**src/rtl/usb_tx_packet_engine.sv**
```systemverilog
// Full-speed USB packet serialiser: SYNC, payload, optional CRC16, EOP with NRZI encoding and bit stuffing.
// Define USB_TX_CRC16_EN to append the CRC16 field; the default build sends no CRC.
module usb_tx_packet_engine #(
  parameter int DATA_BYTES   = 8,
  parameter int CLKS_PER_BIT = 8,
  parameter int LEN_W        = $clog2(DATA_BYTES + 1)
) (
  input  logic                    clk,
  input  logic                    n_rst,
  input  logic                    tx_start,
  input  logic [LEN_W-1:0]        tx_len,
  input  logic [DATA_BYTES*8-1:0] tx_data,
  output logic                    d_plus,
  output logic                    d_minus,
  output logic                    tx_busy,
  output logic                    tx_done
);

  localparam int               TIM_W    = (CLKS_PER_BIT > 1) ? $clog2(CLKS_PER_BIT) : 1;
  localparam logic [TIM_W-1:0] TIM_LAST = TIM_W'(CLKS_PER_BIT - 1);
  localparam logic [LEN_W-1:0] LEN_MAX  = LEN_W'(DATA_BYTES);

  typedef enum logic [2:0] {
    IDLE,
    SYNC,
    DATA,
`ifdef USB_TX_CRC16_EN
    CRC,
`endif
    EOP_SE0,
    EOP_J
  } state_t;

  state_t                  state;
  logic [TIM_W-1:0]        timer;
  logic [2:0]              bit_idx;
  logic [LEN_W-1:0]        byte_idx;
  logic [LEN_W-1:0]        len_q;
  logic [DATA_BYTES*8-1:0] sh_q;
  logic [2:0]              ones_q;
  logic                    last_bit;
`ifdef USB_TX_CRC16_EN
  logic [15:0]             crc_q;
  logic [3:0]              crc_idx;
`endif

  function automatic logic [LEN_W-1:0] clamp_len(input logic [LEN_W-1:0] len);
    return (len > LEN_MAX) ? LEN_MAX : len;
  endfunction

  // A 0 toggles the line, a 1 holds it; lvl is the current D+ level (J = 1).
  function automatic logic [1:0] nrzi(input logic lvl, input logic b);
    logic nl;
    nl = b ? lvl : ~lvl;
    return {nl, ~nl};
  endfunction

  function automatic logic [2:0] ones_next(input logic [2:0] ones, input logic b);
    return b ? (ones + 3'd1) : 3'd0;
  endfunction

`ifdef USB_TX_CRC16_EN
  function automatic logic [15:0] crc16_step(input logic [15:0] crc, input logic b);
    return (crc[0] ^ b) ? ((crc >> 1) ^ 16'hA001) : (crc >> 1);
  endfunction
`endif

  // The bit on the line is the final one before the CRC/EOP tail.
  always_comb begin
    last_bit = 1'b0;
    if (bit_idx == 3'd7) begin
      if (state == SYNC)
        last_bit = (len_q == '0);
      else if (state == DATA)
        last_bit = (byte_idx == (len_q - LEN_W'(1)));
    end
  end

  always_ff @(posedge clk) begin
    if (!n_rst) begin
      state    <= IDLE;
      timer    <= '0;
      bit_idx  <= '0;
      byte_idx <= '0;
      len_q    <= '0;
      sh_q     <= '0;
      ones_q   <= '0;
      d_plus   <= 1'b1;
      d_minus  <= 1'b0;
      tx_busy  <= 1'b0;
      tx_done  <= 1'b0;
`ifdef USB_TX_CRC16_EN
      crc_q    <= '0;
      crc_idx  <= '0;
`endif
    end else begin
      tx_done <= 1'b0;
      if (state == IDLE) begin
        if (tx_start) begin
          state    <= SYNC;
          timer    <= '0;
          bit_idx  <= '0;
          byte_idx <= '0;
          len_q    <= clamp_len(tx_len);
          sh_q     <= tx_data;
          ones_q   <= '0;
          tx_busy  <= 1'b1;
          d_plus   <= 1'b0;
          d_minus  <= 1'b1;
`ifdef USB_TX_CRC16_EN
          crc_q    <= 16'hFFFF;
          crc_idx  <= '0;
`endif
        end
      end else if (timer != TIM_LAST) begin
        timer <= timer + TIM_W'(1);
      end else begin
        timer <= '0;
        case (state)
          EOP_SE0: begin
            if (bit_idx == 3'd0) begin
              bit_idx <= 3'd1;
            end else begin
              state   <= EOP_J;
              d_plus  <= 1'b1;
              d_minus <= 1'b0;
            end
          end
          EOP_J: begin
            state   <= IDLE;
            tx_busy <= 1'b0;
            tx_done <= 1'b1;
          end
          default: begin
            if (ones_q == 3'd6) begin
              // Stuffed zero: line toggles, no bit/byte index moves.
              {d_plus, d_minus} <= nrzi(d_plus, 1'b0);
              ones_q            <= '0;
            end else if (last_bit) begin
`ifdef USB_TX_CRC16_EN
              state             <= CRC;
              crc_idx           <= '0;
              crc_q             <= (~crc_q) >> 1;
              {d_plus, d_minus} <= nrzi(d_plus, ~crc_q[0]);
              ones_q            <= ones_next(ones_q, ~crc_q[0]);
`else
              state   <= EOP_SE0;
              bit_idx <= '0;
              ones_q  <= '0;
              d_plus  <= 1'b0;
              d_minus <= 1'b0;
`endif
            end else begin
              case (state)
                SYNC: begin
                  if (bit_idx != 3'd7) begin
                    bit_idx           <= bit_idx + 3'd1;
                    {d_plus, d_minus} <= nrzi(d_plus, bit_idx == 3'd6);
                    ones_q            <= ones_next(ones_q, bit_idx == 3'd6);
                  end else begin
                    state             <= DATA;
                    bit_idx           <= '0;
                    byte_idx          <= '0;
                    {d_plus, d_minus} <= nrzi(d_plus, sh_q[0]);
                    ones_q            <= ones_next(ones_q, sh_q[0]);
`ifdef USB_TX_CRC16_EN
                    crc_q             <= crc16_step(crc_q, sh_q[0]);
`endif
                  end
                end
                DATA: begin
                  bit_idx           <= bit_idx + 3'd1;
                  sh_q              <= sh_q >> 1;
                  {d_plus, d_minus} <= nrzi(d_plus, sh_q[1]);
                  ones_q            <= ones_next(ones_q, sh_q[1]);
                  if (bit_idx == 3'd7)
                    byte_idx <= byte_idx + LEN_W'(1);
`ifdef USB_TX_CRC16_EN
                  crc_q             <= crc16_step(crc_q, sh_q[1]);
`endif
                end
`ifdef USB_TX_CRC16_EN
                CRC: begin
                  if (crc_idx == 4'd15) begin
                    state   <= EOP_SE0;
                    bit_idx <= '0;
                    ones_q  <= '0;
                    d_plus  <= 1'b0;
                    d_minus <= 1'b0;
                  end else begin
                    crc_idx           <= crc_idx + 4'd1;
                    crc_q             <= crc_q >> 1;
                    {d_plus, d_minus} <= nrzi(d_plus, crc_q[0]);
                    ones_q            <= ones_next(ones_q, crc_q[0]);
                  end
                end
`endif
                default: ;
              endcase
            end
          end
        endcase
      end
    end
  end

endmodule

```
**config.mk**
```make
export PLATFORM = sky130hd
export DESIGN_NAME = usb_tx_packet_engine
export DESIGN_NICKNAME = d
export VERILOG_FILES = /design/src/rtl/usb_tx_packet_engine.sv
export SDC_FILE = /design/constraint.sdc
export NUM_CORES = 1
export LEC_CHECK = 0
export BUFFER_PORTS_ARGS = -buffer_cell sky130_fd_sc_hd__buf_4
export CAP_MARGIN = 10
export CORE_ASPECT_RATIO = 0.75
export CORE_MARGIN = 3
export CORE_UTILIZATION = 61
export DETAILED_ROUTE_END_ITERATION = 7
export PLACE_DENSITY = 0.92
export SLEW_MARGIN = 20
export SYNTH_ARGS = -nofsm -noshare
export SYNTH_HDL_FRONTEND = slang
export SYNTH_SLANG_ARGS = --single-unit
```
**constraint.sdc**
```tcl
create_clock -name clk -period 3.6 [get_ports clk]
set_input_delay 0.72 -clock clk [delete_from_list [all_inputs] [get_ports clk]]
set_output_delay 0.72 -clock clk [all_outputs]
set_load 0.1 [all_outputs]
```
==> results.json <==
{
  "status": "finished clean",
  "startpoint_type": "flip-flop",
  "comb_power_share_pct": 21.7,
  "cts_buffer_depth": 2,
  "antenna_found_initial": 0,
  "drt-initial-drc-count": 292,
  "clkTransAtPathRegs_ns": 0.09,
  "path_cells": "inv_1 > ha_1 > nand2_1 > a31oi_1 > nor3_1 > and3_4 > buf_12 > nor2_1 > a311oi_1",
  "hold_violations": 0,
  "vias": 4060,
  "fp.dieW_microns": 105.0,
  "wl_mm": 9.979,
  "critical_path.slowest_cell": "and3_4",
  "p_clk_share_pct": 27.8,
  "intPower_mw": 1.512,
  "area_growth_pct": 15.05,
  "cts.hold.buffers_added": 0,
  "final_nets": 684,
  "yosys_register_bits": 88,
  "ir_drop_uv": 269.4,
  "synth_edf_count": 0,
  "fin_crit_sh_pct": 79.66,
  "netlist_instances": 560,
  "synth_nets": 641,
  "n_antenna_cell": 0,
  "fmax_mhz": 348.7,
  "yosys.area.top_type_share_pct": 39.25,
  "postCtsSetupRepairBufs": 0,
  "finalSetupTns_ns": 0,
  "total_power_mw": 2.224,
  "drive_above_1_share_pct": 21.88,
  "vias_per_cell": 5.751,
  "die_y_microns": 80.29,
  "dieArea_sq_um": 8434,
  "cts.sinks": 88,
  "synth_compound_area_share_pct": 23.25,
  "slowest_delay_ns": 0.74,
  "tightest_slew_ns": 0.8358,
  "grt_pass1_vias": 3668,
  "timing.max_cap.violations": 0,
  "synth_top_cell_by_area": "dfxtp_1",
  "crit_path_end_kind": "flip-flop",
  "path_class": "flip-flop to flip-flop",
  "syn_area_sq_um": 4488,
  "power.share.switching_pct": 32.02,
  "first_pass_iters": 5,
  "rows": 26,
  "yosysWarnings": 0,
  "fp.coreArea_sq_um": 6962,
  "ys_types": 48,
  "yosys-top-cells-area": "dfxtp_1, nand2_1, a311oi_2",
  "routabilityCongestion": 0.9352,
  "cts_htree_levels": 3,
  "numCtsBuffers": 9,
  "hpwl_mm": 6.761,
  "hold_path.class": "flip-flop to flip-flop",
  "slew_viol_final": 0,
  "synth-simple-area-share_pct": 26.87,
  "cts-root-buf": "clkbuf_8",
  "setup_viol": 0,
  "numPortBuffers": 74,
  "grt_first_pass_wirelength_mm": 16.77,
  "cp_max_fo": 69,
  "synth_sequential_area_ratio_pct": 39.25,
  "maxSlewHeadroom_pct": 44.28,
  "yosys-mux-area-fraction_pct": 0.4461,
  "syn_area_per_cell_sq_um": 8.014,
  "drc_errors": 0,
  "reg2reg_setup_slack_ns": 0.73,
  "ant_nets": 0,
  "cp_data_arrival_time_ns": 3.13,
  "fin_worst_skew_ns": 0.009655,
  "final_cells": 706,
  "wl_per_cell_microns": 14.13,
  "overflow": 0,
  "net-switching-power_mw": 0.7120,
  "required_ns": 3.86,
  "seq_power_share_pct": 50.5,
  "initial_core_util_pct": 64.47,
  "ioPinCount": 75,
  "cts_resized": 0,
  "fin_util_pct": 74.17,
  "power_density_nw_per_um2": 430.6,
  "synthFlopType": "dfxtp_1",
  "synth_top_family_by_area": "simple AND/OR/NAND/NOR gates",
  "dp_cells": 690,
  "clock_latency_ns": 0.36,
  "synth_xor_area_share_pct": 1.366,
  "async_flop_share_pct": 0,
  "period_needed_ns": 2.868,
  "track_usage_pct": 23.94,
  "synthAdderAreaFrac_pct": 2.788,
  "tritoncts": "done",
  "grt_max_degree": 70,
  "rsz0062_at_grt": "false",
  "p_leak_nw": 2.017
}
synth_stat cells (5+ instances only):
cell and count:
nand2_1 151, dfxtp_1 88, nor2_1 79, a311oi_1 34, clkbuf_1 31, a311oi_2 29, a21oi_1 28, ha_1 10
o21ai_0 9, buf_2 8, inv_1 7, buf_6 6, nand4_1 6, or3_1 6, nand3_1 5, nor2b_1 5
nor3_1 5
logic make-up (layout without fill, tap and decap cells):
logic type,after synthesis,after routing
compound gates,116,116
xor+xnor,7,7
fa+ha+maj,10,10
buf+inv,56,104
flops,88,88
mux,2,2
simple gates,281,281
path summary, 6_finish.rpt:
path / from / end / cells after the start
setup / recovery: ones_q[0] / sh_q[19] / 9
setup reg to reg: ones_q[0] / sh_q[19] / 9
hold reg to reg: sh_q[29] / sh_q[28] / 2
hold / removal: sh_q[29] / sh_q[28] / 2
worst max-delay path, delay by kind of cell, from the launching register on:
family	cells	cell delay [ns]
compound gates	2	0.40
fa+ha+maj	1	0.22
flops	1	0.39
simple gates	4	1.29
buf+inv	2	0.38
per-layer routing:
layer  vias to the layer above  track usage (%)  wire length [microns]
li1                       2043                -                      -
met1                      1841            32.85                   4615
met2                       161            37.77                   4540
met3                        15            5.622                    700
met4                         0            6.946                    123
met5                         -                0                      0
sequential cells by signal (all words and copies together) (netlist names):
register and cells:
tx_busy 1, ones_q 3, d_plus 1, sh_q 64, tx_done 1, bit_idx 3
len_q 4, timer 3, byte_idx 4, d_minus 1, state 3
power by group through the flow:
stage	clock network [mW]	logic, mW	registers (mW)
global route	0.668	0.539	1.13
floorplan	0	0.351	1.15
CTS	0.625	0.483	1.12
detailed placement	0	0.481	1.14
finish	0.618	0.484	1.12
global placement	0	0.464	1.14
layout make-up:
cell class | instances | area (sq um)
fill | 532 | 1798
timing repair buffer | 79 | 605.6
clock inverter | 5 | 41.29
tap | 98 | 122.6
multi-input combinational | 416 | 2467
sequential | 88 | 1762
inverter | 9 | 33.78
clock buffer | 11 | 131.4
cell usage in the layout, fill, tap and decap left out, types with 3 or more instances in the layout:
cell	Yosys	routed
nand2_1	151	151
dfxtp_1	88	88
nor2_1	79	79
buf_4	1	78
a311oi_1	34	34
a311oi_2	29	29
a21oi_1	28	28
ha_1	10	10
o21ai_0	9	9
clkbuf_8	0	9
inv_1	7	7
nand4_1	6	6
nor2b_1	5	5
or3_1	6	5
nand3_1	5	5
xnor2_1	4	4
nor3_1	5	4
nor3b_1	4	4
xor2_1	3	3
nand3b_1	3	3
nand2b_1	3	3
through the flow:
step | hold slack [ns] | setup slack (ns) | area [sq um]
after detailed placement | 0.4695 | 0.8516 | 4991
after floorplan | 0.4465 | 1.472 | 4488
after global placement | 0.4640 | 0.9244 | 4991
after global routing | 0.4990 | 0.4511 | 5164
final | 0.4765 | 0.7321 | 5164
after CTS | 0.4721 | 0.7822 | 5164
Note: power is estimated with default switching activity, not from simulation.
